### src/rtl/acc_ctrl_if.sv
// acc_ctrl_if: command handshake, rca operand/result bus and result/flag
// outputs of the accumulator controller. The slave side is acc_ctrl; the
// master side is the upstream command source together with the rca.
interface acc_ctrl_if #(
  parameter int WIDTH = 4
);
  logic             in_valid;
  logic             in_ready;
  logic [1:0]       op;
  logic [WIDTH-1:0] data;
  logic [WIDTH-1:0] a;
  logic [WIDTH-1:0] b;
  logic [WIDTH-1:0] sum;
  logic [WIDTH-1:0] acc;
  logic             out_valid;
  logic             z;
  logic             n;
  logic             v;

  modport slave (
    input  in_valid, op, data, sum,
    output in_ready, a, b, acc, out_valid, z, n, v
  );

  modport master (
    output in_valid, op, data, sum,
    input  in_ready, a, b, acc, out_valid, z, n, v
  );
endinterface

### src/rtl/acc_ctrl.sv
// acc_ctrl: accumulator/sequencer driving an external ripple-carry adder.
// LOAD/CLR complete in one cycle, ADD uses one adder pass, SUB uses two
// passes (ACC + ~DATA, then + 1). Flags Z/N/V hold between operations.
// Optional feature macro: ACC_SAT_EN -- when defined, a signed overflow on
// ADD/SUB saturates ACC toward the sign of the old ACC (V still reads 1).
module acc_ctrl #(
  parameter int WIDTH = 4
) (
  input  logic        clk_i,
  input  logic        rst_n_i,
  acc_ctrl_if.slave   bus
);

  localparam int MSB = WIDTH - 1;
  localparam logic [1:0] OP_LOAD = 2'b00;
  localparam logic [1:0] OP_ADD  = 2'b01;
  localparam logic [1:0] OP_SUB  = 2'b10;
  localparam logic [1:0] OP_CLR  = 2'b11;
  localparam logic [WIDTH-1:0] ONE     = {{(WIDTH-1){1'b0}}, 1'b1};
  localparam logic [WIDTH-1:0] SAT_POS = {1'b0, {(WIDTH-1){1'b1}}};
  localparam logic [WIDTH-1:0] SAT_NEG = {1'b1, {(WIDTH-1){1'b0}}};

  typedef enum logic [1:0] {IDLE, EX1, EX2, DONE} state_t;

  state_t           state_q, state_d;
  logic [WIDTH-1:0] acc_q, opnd_q, temp_q;
  logic [1:0]       op_q;
  logic             z_q, n_q, v_q;

  logic             accept;
  logic             is_sub;
  logic             ovf;
  logic [WIDTH-1:0] res;
  logic [WIDTH-1:0] a_sel, b_sel;
  logic             ready_sel, ovalid_sel;

  assign accept = (state_q == IDLE) && bus.in_valid;
  assign is_sub = (op_q == OP_SUB);

  // State register; reset discards any operation in flight.
  always_ff @(posedge clk_i or negedge rst_n_i) begin
    if (!rst_n_i) state_q <= IDLE;
    else          state_q <= state_d;
  end

  // Next-state: ADD/SUB go through the adder, LOAD/CLR go straight to DONE.
  always_comb begin
    state_d = state_q;
    case (state_q)
      IDLE: if (accept) state_d = ((bus.op == OP_ADD) || (bus.op == OP_SUB)) ? EX1 : DONE;
      EX1:  state_d = is_sub ? EX2 : DONE;
      EX2:  state_d = DONE;
      DONE: state_d = IDLE;
      default: state_d = IDLE;
    endcase
  end

  // Outputs: adder operand selection and handshake per state.
  always_comb begin
    a_sel      = acc_q;
    b_sel      = '0;
    ready_sel  = 1'b0;
    ovalid_sel = 1'b0;
    case (state_q)
      IDLE: ready_sel = 1'b1;
      EX1:  b_sel = is_sub ? ~opnd_q : opnd_q;
      EX2: begin
        a_sel = temp_q;
        b_sel = ONE;
      end
      DONE: ovalid_sel = 1'b1;
      default: ready_sel = 1'b0;
    endcase
  end

  // Overflow and stored result of the final adder pass; acc_q still holds
  // the old ACC here, and for SUB the EX2 sum is the complete difference.
  always_comb begin
    if (is_sub)
      ovf = (acc_q[MSB] != opnd_q[MSB]) && (bus.sum[MSB] != acc_q[MSB]);
    else
      ovf = (acc_q[MSB] == opnd_q[MSB]) && (bus.sum[MSB] != acc_q[MSB]);
    res = bus.sum;
`ifdef ACC_SAT_EN
    if (ovf) res = acc_q[MSB] ? SAT_NEG : SAT_POS;
`else
    if (ovf) res = bus.sum;
`endif
  end

  // Datapath: command capture, accumulator, temp and flag registers.
  always_ff @(posedge clk_i or negedge rst_n_i) begin
    if (!rst_n_i) begin
      acc_q  <= '0;
      opnd_q <= '0;
      temp_q <= '0;
      op_q   <= OP_LOAD;
      z_q    <= 1'b0;
      n_q    <= 1'b0;
      v_q    <= 1'b0;
    end else begin
      case (state_q)
        IDLE: begin
          if (accept) begin
            opnd_q <= bus.data;
            op_q   <= bus.op;
            if (bus.op == OP_LOAD) begin
              acc_q <= bus.data;
              z_q   <= (bus.data == '0);
              n_q   <= bus.data[MSB];
              v_q   <= 1'b0;
            end else if (bus.op == OP_CLR) begin
              acc_q <= '0;
              z_q   <= 1'b1;
              n_q   <= 1'b0;
              v_q   <= 1'b0;
            end
          end
        end
        EX1: begin
          if (is_sub) begin
            temp_q <= bus.sum;
          end else begin
            acc_q <= res;
            z_q   <= (res == '0);
            n_q   <= res[MSB];
            v_q   <= ovf;
          end
        end
        EX2: begin
          acc_q <= res;
          z_q   <= (res == '0);
          n_q   <= res[MSB];
          v_q   <= ovf;
        end
        default: acc_q <= acc_q;
      endcase
    end
  end

  assign bus.a         = a_sel;
  assign bus.b         = b_sel;
  assign bus.in_ready  = ready_sel;
  assign bus.out_valid = ovalid_sel;
  assign bus.acc       = acc_q;
  assign bus.z         = z_q;
  assign bus.n         = n_q;
  assign bus.v         = v_q;

endmodule

### src/flat_wrapper.sv
// flat-port wrapper written by rule: the top's interface ports become plain ports
module acc_ctrl_flat 
#(
  parameter int WIDTH = 4
)
  (clk_i, rst_n_i, bus_in_valid, bus_op, bus_data, bus_sum, bus_in_ready, bus_a, bus_b, bus_acc, bus_out_valid, bus_z, bus_n, bus_v);
  acc_ctrl_if #(.WIDTH(WIDTH)) bus_i ();
  input  logic clk_i;
  input  logic rst_n_i;
  input wire logic [$bits(bus_i.in_valid)-1:0] bus_in_valid;
  input wire logic [$bits(bus_i.op)-1:0] bus_op;
  input wire logic [$bits(bus_i.data)-1:0] bus_data;
  input wire logic [$bits(bus_i.sum)-1:0] bus_sum;
  output wire logic [$bits(bus_i.in_ready)-1:0] bus_in_ready;
  output wire logic [$bits(bus_i.a)-1:0] bus_a;
  output wire logic [$bits(bus_i.b)-1:0] bus_b;
  output wire logic [$bits(bus_i.acc)-1:0] bus_acc;
  output wire logic [$bits(bus_i.out_valid)-1:0] bus_out_valid;
  output wire logic [$bits(bus_i.z)-1:0] bus_z;
  output wire logic [$bits(bus_i.n)-1:0] bus_n;
  output wire logic [$bits(bus_i.v)-1:0] bus_v;
  assign bus_i.in_valid = bus_in_valid;
  assign bus_i.op = bus_op;
  assign bus_i.data = bus_data;
  assign bus_i.sum = bus_sum;
  assign bus_in_ready = bus_i.in_ready;
  assign bus_a = bus_i.a;
  assign bus_b = bus_i.b;
  assign bus_acc = bus_i.acc;
  assign bus_out_valid = bus_i.out_valid;
  assign bus_z = bus_i.z;
  assign bus_n = bus_i.n;
  assign bus_v = bus_i.v;
  acc_ctrl #(.WIDTH(WIDTH)) u_core (.clk_i(clk_i), .rst_n_i(rst_n_i), .bus(bus_i));
endmodule
### config.mk
export PLATFORM = sky130hd
export DESIGN_NAME = acc_ctrl_flat
export DESIGN_NICKNAME = d
export VERILOG_FILES = /design/src/rtl/acc_ctrl_if.sv /design/src/rtl/acc_ctrl.sv /design/src/flat_wrapper.sv
export SDC_FILE = /design/constraint.sdc
export NUM_CORES = 1
export LEC_CHECK = 0
export BUFFER_PORTS_ARGS = -buffer_cell sky130_fd_sc_hd__buf_2
export CAP_MARGIN = 20
export CORE_MARGIN = 2
export CORE_UTILIZATION = 50
export DETAILED_ROUTE_END_ITERATION = 10
export HOLD_SLACK_MARGIN = 0.12
export PLACE_DENSITY = 0.75
export SKIP_CTS_REPAIR_TIMING = 1
export SYNTH_ARGS = -nofsm -noshare
export SYNTH_HDL_FRONTEND = slang
export SYNTH_SLANG_ARGS = --single-unit
### constraint.sdc
create_clock -name clk_i -period 1.8 [get_ports clk_i]
set_clock_uncertainty 0.05 [all_clocks]
set_input_delay 0.36 -clock clk_i [delete_from_list [all_inputs] [get_ports clk_i]]
set_output_delay 0.36 -clock clk_i [all_outputs]
set_load 0.01 [all_outputs]
==> metrics.txt <==
status finished with violations; failing checks negative setup slack; Slew HR approximately three quarters; Inserted Diodes 0; DRT Pass-1 Iters 4; synthesis-stage register bit count 18; gpl congestion around 0.8; CTS root buf clkbuf_4; vias in the first global route between 700 and 800; Clock Pin Slew Worst Setup and Hold Paths roughly 110 ps; dominant cell type by area after synthesis dfrtp_1; Setup crit end kind primary output; Iter 0 DRT Violations 20; Avg Cell Area, Syn between 10 and 15 sq um; Setup CP Type flip-flop to primary output; most frequent cell after synthesis dfrtp_1; final setup violation count 5; H-tree Lvls 1; wire per inst between 10 and 15 um; crit start category flip-flop; sequential fraction of the synthesis area ~44%; static leakage 0.668 nW; TNS Setup -206 ps; ys async rst share 100%; nets@finish approximately 150; synthesized instance count 95; largest net degree at the start of global routing 19; Post-synth top cells dfrtp_1, mux2_2, nand2_1, o21ai_0, ha_1; synthesized cell area a little over 0.001 sq mm; total CTS buffers 3; DR vias/cell between 5 and 6; distinct cell type count after synthesis 25; final hold vios 0; drc violations 0; CTS Sinks 18; die area about 0.0024 sq mm; maximum clock rate 540 MHz; maximum vdd drop approximately 1.3 mV; Antenna Nets Post-Route 0; Hold Crit Class input port to flip-flop; Syn Nets approximately 110; ratio of cells with drive above 1 in the final layout roughly 50%; reg2reg path depth 6; Worst-Skew Late Latency ~290 ps; slowest CP cell dfrtp_1; I/O pins 30; final cell utilization of the core a little under three quarters; top post-synthesis cells by area dfrtp_1, mux2_2, ha_1, o21ai_0, nand2_1; initial antenna violation count 0; row count 16; global-route wire length before repair approximately 3.4 mm; FILL cells 155; Tmin final 1850 ps; Yosys top cell area share between 40% and 50%; DP HPWL 1.60 mm; die height 49.2 um; core area approximately 0.0019 sq mm; measured slew at the worst slew-check pin about 400 ps; via count just over 800; Detailed Route WL 2.18 mm; Post-synth EDFFs 0; max_cap viols 0; Max Root-Sink Buffers 2; Synth Warn # 0; initial core utilization a little over half; Slew Viols, Final 0; worst setup slack after layout -50.7 ps; CP required 1390 ps; I/O Buffers 29; CP peak stage delay 420 ps; RSZ-0062 raised after global routing true; Worst Path Arrival about 1400 ps; part of the cycle the worst path needs 103%; Tot GR Track Use a little under a fifth; Most used DFF post-synth dfrtp_1; Layout area overhead 36.2%; hold depth 2; GRT Residual Overflow 0; TritonCTS clock tree yes; PD cells 1960 mW/mm^2; cells along the critical path inv_2, ha_4, mux2_4, buf_6; critical-path maximum fanout 5; die span in x 49.2 um
## per-stage QoR
stage	worst slack, ps	instances	power (mW)	area, sq um	hold slack (ps)
floorplan	227	95	1.71	1020	14.4
global placement	140	151	2.07	1200	262
detailed placement	122	151	2.12	1200	263
CTS	-215	155	2.36	1240	-56.4
global route	-110	160	2.96	1390	272
finish	-50.7	160	2.73	1390	283
## kinds of logic after synthesis
family,Yosys count,synth area share [%]
XOR/XNOR,4,4.17
AO/OA/AOI/OAI,20,12.7
flip-flops,18,44.1
buffers and inverters,9,4.66
multiplexers,14,15.2
adder cells (fa/ha/maj),6,7.35
AND/OR/NAND/NOR,24,11.8
## cells in the final DEF, fill, tap and decap left out, drive strengths merged, types with 2 or more instances in the layout
cell type and instances:
a21oi 2, mux2i 2, o21ai 9, mux2 12, nand2 11, clkbuf 4, inv 5, nor2 4
nand2b 2, o41ai 2, buf 37, ha 6, a22oi 4, xnor2 3, nor2b 4, dfrtp 18
## metal layers
metal	vias up	global-route usage, %	wire, um
li1	410	-	-
met1	383	23.6	992
met2	23	30.9	1060
met3	2	2.76	108
met4	0	5.71	13
met5	-	0	0
## power breakdown
group          switching [mW]  leakage, nW  internal, mW
Clock                   0.128       0.0210         0.123
Combinational           0.805        0.428         0.919
Sequential              0.151        0.218         0.605
## worst paths after layout
kind	slack, ps	start	end
max reg2reg	190	u_core.state_q[1]	u_core.bus.acc[1]
min	280	bus_sum[1]	u_core.temp_q[1]
max in group asynchronous	930	rst_n_i	u_core.state_q[1]
min reg2reg	440	u_core.bus.v	u_core.bus.v
min in group asynchronous	460	rst_n_i	u_core.op_q[1]
max	-50	u_core.state_q[0]	bus_a[2]
## sequential cells by signal, indices dropped and copies added (netlist names)
name            flops
u_core.bus.v        1
u_core.state_q      2
u_core.opnd_q       4
u_core.bus.z        1
u_core.temp_q       4
u_core.bus.acc      4
u_core.op_q         2
## worst max-delay path, delay by kind of cell, from the launching register on
kind,cells,cell delay [ps]
flops,1,420
mux,1,310
buf+inv,2,230
fa+ha+maj,1,190
## cell type report
type	count	area, sq um	share of cell area [%]
Inverter	5	21.3	1.53
Timing Repair Buffer	38	246	17.7
Multi-Input combinational cell	68	601	43.2
Tap cell	27	33.8	2.43
Sequential cell	18	452	32.5
Clock buffer	4	36.3	2.61
Power figures use the tool's default switching activity.
